File: src/rtl/branch_seq_pkg.sv
// Shared definitions for the branch sequencer: opcode encodings, FSM state
// encoding and default operand width.
package branch_seq_pkg;

  localparam int DATA_W_DEF = 32;

  localparam logic [3:0] OP_BLTZ     = 4'b0010;
  localparam logic [3:0] OP_BGEZ     = 4'b0011;
  localparam logic [3:0] OP_BEQ      = 4'b1000;
  localparam logic [3:0] OP_BEQ_ALT  = 4'b1001;
  localparam logic [3:0] OP_BNE      = 4'b1010;
  localparam logic [3:0] OP_BNE_ALT  = 4'b1011;
  localparam logic [3:0] OP_BLEZ     = 4'b1100;
  localparam logic [3:0] OP_BGTZ     = 4'b1110;

  typedef enum logic [1:0] {
    IDLE = 2'd0,
    CMP  = 2'd1,
    EVAL = 2'd2,
    DONE = 2'd3
  } state_t;

  // beq/bne are the only ops that compare against rt; all others compare to zero
  function automatic logic uses_rt(input logic [3:0] op);
    return (op[3:2] == 2'b10);
  endfunction

endpackage

File: src/rtl/branch_seq_cond.sv
// Combinational branch-condition evaluator: maps opcode plus the registered
// sign (si) and zero (ze) flags to a decision and a legality flag.
module branch_cond
  import branch_seq_pkg::*;
(
  input  logic [3:0] op,
  input  logic       si,
  input  logic       ze,
  output logic       cond,
  output logic       legal
);

  // Decode the opcode into the branch decision
  always_comb begin
    cond  = 1'b0;
    legal = 1'b1;
    case (op)
      OP_BLTZ:                cond = si;
      OP_BGEZ:                cond = ~si;
      OP_BEQ, OP_BEQ_ALT:     cond = ze;
      OP_BNE, OP_BNE_ALT:     cond = ~ze;
      OP_BLEZ:                cond = si | ze;
      OP_BGTZ:                cond = ~(si | ze);
      default:                legal = 1'b0;
    endcase
  end

endmodule

File: src/rtl/branch_seq.sv
// Multi-cycle branch sequencer: IDLE -> CMP -> EVAL -> DONE.
// Latches a branch request, compares rs against rt (or zero), computes the
// branch target and pulses the PC write strobe when the branch is taken.
// Optional statistics counters are enabled by defining BRANCH_SEQ_STATS_EN.
module branch_seq
  import branch_seq_pkg::*;
#(
  parameter int DATA_W = DATA_W_DEF
`ifdef BRANCH_SEQ_STATS_EN
  ,
  parameter int CNT_W  = 16
`endif
) (
  input  logic              clk,
  input  logic              rst_n,
  input  logic              start,
  input  logic              flush,
  input  logic [3:0]        op,
  input  logic [DATA_W-1:0] rs_val,
  input  logic [DATA_W-1:0] rt_val,
  input  logic [15:0]       imm,
  input  logic [DATA_W-1:0] pc_plus4,
`ifdef BRANCH_SEQ_STATS_EN
  input  logic              stat_clr,
  output logic [CNT_W-1:0]  stat_taken,
  output logic [CNT_W-1:0]  stat_not_taken,
`endif
  output logic              busy,
  output logic              done,
  output logic              taken,
  output logic [DATA_W-1:0] target,
  output logic              pc_we,
  output logic              illegal
);

  state_t            r_state;
  logic [3:0]        r_op;
  logic [DATA_W-1:0] r_rs;
  logic [DATA_W-1:0] r_rt;
  logic [15:0]       r_imm;
  logic [DATA_W-1:0] r_pc;
  logic              r_si;
  logic              r_ze;
  logic [DATA_W-1:0] r_target;
  logic              r_busy;
  logic              r_done;
  logic              r_taken;
  logic              r_pc_we;
  logic              r_illegal;

  logic [DATA_W-1:0] w_diff;
  logic [DATA_W-1:0] w_offset;
  logic [DATA_W-1:0] w_target;
  logic              w_cond;
  logic              w_legal;

  // Subtraction wraps modulo 2^DATA_W; only equality is taken from it
  assign w_diff   = r_rs - r_rt;
  // Word offset: sign-extend the 16-bit immediate and scale by 4
  assign w_offset = {{(DATA_W-18){r_imm[15]}}, r_imm, 2'b00};
  assign w_target = r_pc + w_offset;

  branch_cond u_cond (
    .op    (r_op),
    .si    (r_si),
    .ze    (r_ze),
    .cond  (w_cond),
    .legal (w_legal)
  );

  // Sequencer FSM with registered datapath and output strobes
  always_ff @(posedge clk or negedge rst_n) begin
    if (!rst_n) begin
      r_state   <= IDLE;
      r_op      <= '0;
      r_rs      <= '0;
      r_rt      <= '0;
      r_imm     <= '0;
      r_pc      <= '0;
      r_si      <= 1'b0;
      r_ze      <= 1'b0;
      r_target  <= '0;
      r_busy    <= 1'b0;
      r_done    <= 1'b0;
      r_taken   <= 1'b0;
      r_pc_we   <= 1'b0;
      r_illegal <= 1'b0;
    end else begin
      r_done    <= 1'b0;
      r_pc_we   <= 1'b0;
      r_illegal <= 1'b0;
      case (r_state)
        IDLE: begin
          if (start && !flush) begin
            r_op    <= op;
            r_rs    <= rs_val;
            r_rt    <= uses_rt(op) ? rt_val : '0;
            r_imm   <= imm;
            r_pc    <= pc_plus4;
            r_busy  <= 1'b1;
            r_state <= CMP;
          end
        end
        CMP: begin
          if (flush) begin
            r_busy  <= 1'b0;
            r_state <= IDLE;
          end else begin
            // Sign comes from rs itself, not from the difference
            r_si     <= r_rs[DATA_W-1];
            r_ze     <= (w_diff == '0);
            r_target <= w_target;
            r_state  <= EVAL;
          end
        end
        EVAL: begin
          if (flush) begin
            r_busy  <= 1'b0;
            r_state <= IDLE;
          end else begin
            r_taken   <= w_cond & w_legal;
            r_pc_we   <= w_cond & w_legal;
            r_illegal <= ~w_legal;
            r_done    <= 1'b1;
            r_state   <= DONE;
          end
        end
        DONE: begin
          // flush is ignored here: the PC write is already on its way out
          r_busy  <= 1'b0;
          r_state <= IDLE;
        end
        default: begin
          r_busy  <= 1'b0;
          r_state <= IDLE;
        end
      endcase
    end
  end

  assign busy    = r_busy;
  assign done    = r_done;
  assign taken   = r_taken;
  assign target  = r_target;
  assign pc_we   = r_pc_we;
  assign illegal = r_illegal;

`ifdef BRANCH_SEQ_STATS_EN
  logic [CNT_W-1:0] r_stat_taken;
  logic [CNT_W-1:0] r_stat_not_taken;

  // Saturating decision counters; clear has priority over an increment
  always_ff @(posedge clk or negedge rst_n) begin
    if (!rst_n) begin
      r_stat_taken     <= '0;
      r_stat_not_taken <= '0;
    end else if (stat_clr) begin
      r_stat_taken     <= '0;
      r_stat_not_taken <= '0;
    end else if (r_done && !r_illegal) begin
      if (r_taken) begin
        if (r_stat_taken != '1) r_stat_taken <= r_stat_taken + 1'b1;
      end else begin
        if (r_stat_not_taken != '1) r_stat_not_taken <= r_stat_not_taken + 1'b1;
      end
    end
  end

  assign stat_taken     = r_stat_taken;
  assign stat_not_taken = r_stat_not_taken;
`endif

endmodule

File: config.mk
export PLATFORM = sky130hd
export DESIGN_NAME = branch_seq
export DESIGN_NICKNAME = d
export VERILOG_FILES = /design/src/rtl/branch_seq_pkg.sv /design/src/rtl/branch_seq_cond.sv /design/src/rtl/branch_seq.sv
export SDC_FILE = /design/constraint.sdc
export NUM_CORES = 1
export LEC_CHECK = 0
export ABC_AREA = 0
export CAP_MARGIN = 20
export CORE_UTILIZATION = 40
export DETAILED_ROUTE_END_ITERATION = 10
export GPL_TIMING_DRIVEN = 0
export SYNTH_ARGS = -nofsm -noshare
export SYNTH_HDL_FRONTEND = slang
export SYNTH_SLANG_ARGS = --single-unit
File: constraint.sdc
create_clock -name clk -period 3.4 [get_ports clk]
set_input_delay 0.68 -clock clk [delete_from_list [all_inputs] [get_ports clk]]
set_output_delay 0.68 -clock clk [all_outputs]
set_load 0.05 [all_outputs]
Word-level counts from Yosys, hierarchy flattened. Index checks and enable logic that the tools add are counted.

Output and inout bits: 37. Input bits: 120. Register bits after elaboration: 157. Logic and storage cells: 65.

Reduce and logical (&&, ||, !) cells: 12. $add $sub $neg: 2. Muxes and demuxes: 16. Equality and inequality tests: 14. Bitwise logic cells: 7.

Operators by type and width (count): 32-bit adder (1); 32-bit logical NOT (1); 32-bit 2-to-1 mux (1); 32-bit subtractor (1); 4-bit == test (second input constant) (6); 1-bit 2-to-1 mux (9); 4-bit by 2-bit == test with 1-bit output (second input constant) (2); 2-bit one-hot mux with 4 select lines (1); 2-bit AND reduction (4); 8-bit OR reduction (1); 2-bit == test (second input constant) (3); 2-bit 2-to-1 mux (3); 1-bit one-hot mux with 6 select lines (1); 2-bit OR reduction (3); 1-bit NOT (5); 1-bit one-hot mux with 3 select lines (1); 2-bit by 1-bit == test with 1-bit output (second input constant) (1); 2-bit logical NOT (1); 2-bit by 1-bit != test with 1-bit output (second input constant) (1); 2-bit != test (second input constant) (1); 1-bit bitwise AND (1); 1-bit logical AND (1); 1-bit logical NOT (1); 1-bit bitwise OR (1).

Longest topological paths before layout.
Depth in word-level cells: 6. Depth in mapped cells: 12. Mapped depth without buffers: 12.

Hierarchy. Synthesis repeated with hierarchy kept, for this count alone.

Cell total of the unflattened synthesis: 970. Area, all modules: 9415.3 µm².

Modules (own cells, without submodules): branch_seq (seq. area each 3928.8 µm², instances 1, area an instance 9316.4 µm², cells each 955); branch_cond (seq. area each 0.0 µm², instances 1, area an instance 98.8 µm², cells each 15).

Worst setup path before layout. OpenSTA, ideal clock, no wires.

Path type: register -> register. From: register r_rs[1]. To: register r_ze. Path buffers: 0. Setup slack: 448 ps. Arrival: 2876 ps. Data required time: 3324 ps. Setup time: 76 ps. Stages on the path, launching flop included: 11. Period minus slack after synthesis: 2952 ps. Path through: dfrtp_1 -> ha_1 -> nor2b_4 -> o2111a_2 -> or4_4 -> a2111oi_4 -> o2111ai_2 -> a21o_1 -> a2111oi_2 -> nand4_1 -> o21ai_1.

Longest elaborated chain between the ends: 2.

RTL lines: start, declared (RTL line branch_seq.sv:38) `logic [DATA_W-1:0] r_rs;`; start signal, assigned (RTL line branch_seq.sv:96) `r_rs <= rs_val;`; 32-bit subtractor (RTL line branch_seq.sv:58) `assign w_diff = r_rs - r_rt;`; 32-bit logical NOT (RTL line branch_seq.sv:111) `r_ze <= (w_diff == '0);`; end signal, assigned (RTL line branch_seq.sv:111); end, declared (RTL line branch_seq.sv:43) `logic r_ze;`.

No other way between the ends. A chain may end at the register's enable or synchronous reset.

Final worst setup path.
From: register r_imm[1]. To: register r_target[27] (netlist: target[27]).

Longest elaborated chain between the ends: 1.

RTL lines: start, declared (RTL line branch_seq.sv:40) `logic [15:0] r_imm;`; start signal, assigned (RTL line branch_seq.sv:98) `r_imm <= imm;`; 32-bit adder (RTL line branch_seq.sv:61) `assign w_target = r_pc + w_offset;`; end signal, assigned (RTL line branch_seq.sv:112) `r_target <= w_target;`; end, declared (RTL line branch_seq.sv:44) `logic [DATA_W-1:0] r_target;`.

No other way between the ends.

==> run metrics <==
leakage 0.00505 µW; Hold Crit Class input port to async pin; Worst slew margin 48.3%; clock sink total 157; Int Pwr 7340 µW; pin count of the biggest net entering global routing between 100 and 150; worst r2r dst target[27]$_DFFE_PN0P_; Clk pwr share ~14%; post-route ant nets 0; WP buf/inv 0; Final #Nets about 1300; Sw Share a little under half; post-layout minimum cycle time 3.28 ns; Congestion Overflow GR 0; residual DRC count 0; DP HPWL 18400 µm; FF-to-FF setup slack 0.12 ns; crit path kind register to register; drt initial violations 345; CTS buffer count 17; Area Overhead vs Synth 27.8%; Post-Syn Nets 1137; startpoint class of the critical path register; CP required roughly 3.7 ns; total power 13700 µW; Fmax 305 MHz; WP depth 10; Seq pwr share 23.9%; Post-Place Cells 1394; Starting Density approximately 41%; most common cell after layout, fill and taps aside dfrtp_1; via count 7513; Die X approximately 150 µm; fin area 11900 µm²; core area between 20000 and 25000 µm²; area post-placement about 11000 µm²; mux contribution to synthesized area 11.8%; WL final 24400 µm; Clock Skews 0.0131 ns; Psw between 6000 and 7000 µW; commonest cells after routing, fill and taps aside dfrtp_1, clkdlybuf4s50_1, nand2_1, mux2_2, o21ai_0; Final setup viols 0; Die Span Y between 150 and 200 µm; # hold bufs at CTS 0; YS warnings 0; Synth Area in Compound Gates 17.2%; fraction of the yosys area taken by sequential cells 42.3%; first-pass GRT wire length between 30000 and 40000 µm; Post-Synth Simple-Gate Area 13.4%; transition time of the tightest slew-check pin between 0.7 and 0.8 ns; worst-skew pair later-pin latency roughly 0.43 ns; Largest delay share family, worst path compound AO/OA/AOI/OAI gates; Adder-Cell Fraction of Synth Area 8.84%; vias in the first global route 7598; post-synthesis xor/xnor area fraction 2.74%; largest family of logic cells by synthesized area compound AO/OA/AOI/OAI gates; synthesized area 9290 µm²; io pins 157; count of different cell masters after synthesis 66; PD cells 1150 nW/µm²; most frequent CP cell a21o_1; Slew Limit Fails 0; crit path capture target[27]$_DFFE_PN0P_; final core occ roughly 52%; I/O Buffers 156; Avg Cell Area, Syn approximately 10 µm²; CTS tree done; share of layout cells above drive strength 1 12.4%; crit-path max cell delay ~0.62 ns; all-layer global routing usage 21.2%; max_cap viols 0; FF+latch count, synth 157; Die Area between 20000 and 25000 µm²; Max Root-Sink Buffers 2; critical-path cell list ha_1, a21o_1, a21o_1, a2111oi_0, nor3_1, or3_1, a31o_2, a21bo_2, xnor2_1, o21ai_0; RSZ-0062 raised after global routing false; Post-synth ARST share 100%; length in cells of the worst reg-to-reg path 10; final hold vios 0; worst r2r src r_imm[1]$_DFFE_PN0P_; wire per inst around 17 µm; status complete, no violations; CTS root buffer clkbuf_16; antenna violations before repair 3; Cell Count, Final, Fillers Out 1428; IR drop worst, VDD 0.000503 V; CP arrival about 3.6 ns; crit-path max FO 4; Via density 5.26; Post-Syn Instances 952; EDFF count, synth 0; RD Place Congestion 0.890; first drt pass iteration count 5; H-Tree Depth 4; Worst-path clk slew 0.07 ns; crit path from r_imm[1]$_DFFE_PN0P_; Worst path slowest cell a2111oi_0; Row Count 55; Primary FF master, synth dfrtp_1; period utilisation layout 96.4%; Comb power frac 61.7%; Crit. End Element register
cells by family (layout without fill, tap and decap cells):
| family | Yosys count | after routing |
|---|---|---|
| buffers and inverters | 92 | 281 |
| AO/OA/AOI/OAI | 247 | 247 |
| other | 0 | 2 |
| AND/OR/NAND/NOR | 264 | 264 |
| multiplexers | 98 | 98 |
| flip-flops | 157 | 157 |
| XOR/XNOR | 29 | 29 |
| adder cells (fa/ha/maj) | 65 | 65 |
registers in the layout, summed over array words and instances (netlist names), 2 cells and up:
register and cells:
r_imm 16, r_op 4, r_pc 32, r_rs 32
r_rt 32, r_state 2, target 32
synth_stat cells (9+ instances only):
cell type / number / area share [%]
dfrtp_1: 157 / 42
nor2_1: 29 / 1.2
clkbuf_1: 35 / 1.4
inv_1: 54 / 2.2
mux2_2: 90 / 11
o21a_1: 17 / 1.4
nor3_1: 20 / 1.1
xor2_1: 13 / 1.2
o21ai_0: 80 / 4.3
a21o_1: 18 / 1.5
ha_1: 64 / 8.6
nand4_1: 10 / 0.67
a211oi_1: 9 / 0.73
nor3b_1: 11 / 0.89
nand3_1: 13 / 0.70
xnor2_1: 16 / 1.5
a21oi_1: 54 / 2.9
nand2_1: 134 / 5.4
metrics by stage:
step                      worst slack (ns)  hold slack (ns)  setup TNS, ns
after floorplan                      0.448            0.384              0
after global placement               -4.99            0.460        -780.73
after detailed placement            0.0347            0.465              0
after CTS                           0.0317            0.124              0
after global routing                0.0268            0.127              0
final                                0.124            0.122              0
worst reg2reg max path: cells and delay by family, from the launching register on:
family                   cells  cell delay, ns
AND/OR/NAND/NOR              2            0.67
AO/OA/AOI/OAI                6            1.63
adder cells (fa/ha/maj)      1            0.29
XOR/XNOR                     1            0.17
flip-flops                   1            0.40
repair_timing:
item                       CTS  global route
buffers inserted             0             0
gates resized for setup      0             4
setup endpoints to repair    0             1
layer usage:
layer | GRT usage (%) | wire, µm | vias up | part of all wire (%)
li1 | - | - | 3768 | -
met1 | 24.8 | 10200 | 3578 | 42
met2 | 38.6 | 12500 | 149 | 51
met3 | 5.86 | 1300 | 16 | 5.3
met4 | 4.67 | 313 | 2 | 1.3
met5 | 0 | 13 | - | 0.053
how the worst min path moves through the flow:
stage | from | endpoint | slack (ns) | depth (start not counted)
final | rst_n | r_rt[11]$_DFFE_PN0P_ | 0.12 | 1
after global routing | rst_n | r_rt[11]$_DFFE_PN0P_ | 0.13 | 1
after CTS | rst_n | r_rt[11]$_DFFE_PN0P_ | 0.12 | 1
after detailed placement | taken$_DFFE_PN0P_ | taken$_DFFE_PN0P_ | 0.47 | 1
after global placement | target[15]$_DFFE_PN0P_ | target[15]$_DFFE_PN0P_ | 0.46 | 2
after floorplan | rst_n | busy$_DFFE_PN0P_ | 0.38 | 0
power groups by stage:
stage	clock [µW]	sequential (µW)	combinational (µW)
3_5_place_dp	0	3300	8350
6_report	1970	3270	8430
2_1_floorplan	0	3810	5660
5_1_grt	2100	3380	9320
3_3_place_gp	0	3290	8270
4_1_cts	2030	3280	8400
final cells by class:
cell class / count / area, µm²
fill: 2135 / 10800
antenna: 2 / 5.00
clock inverter: 14 / 166
timing repair buffer: 157 / 1590
multi-input combinational: 703 / 5030
buffer: 38 / 143
inverter: 54 / 203
tap: 285 / 357
sequential: 157 / 3930
clock buffer: 18 / 439
(Power assumes the default switching activity.)
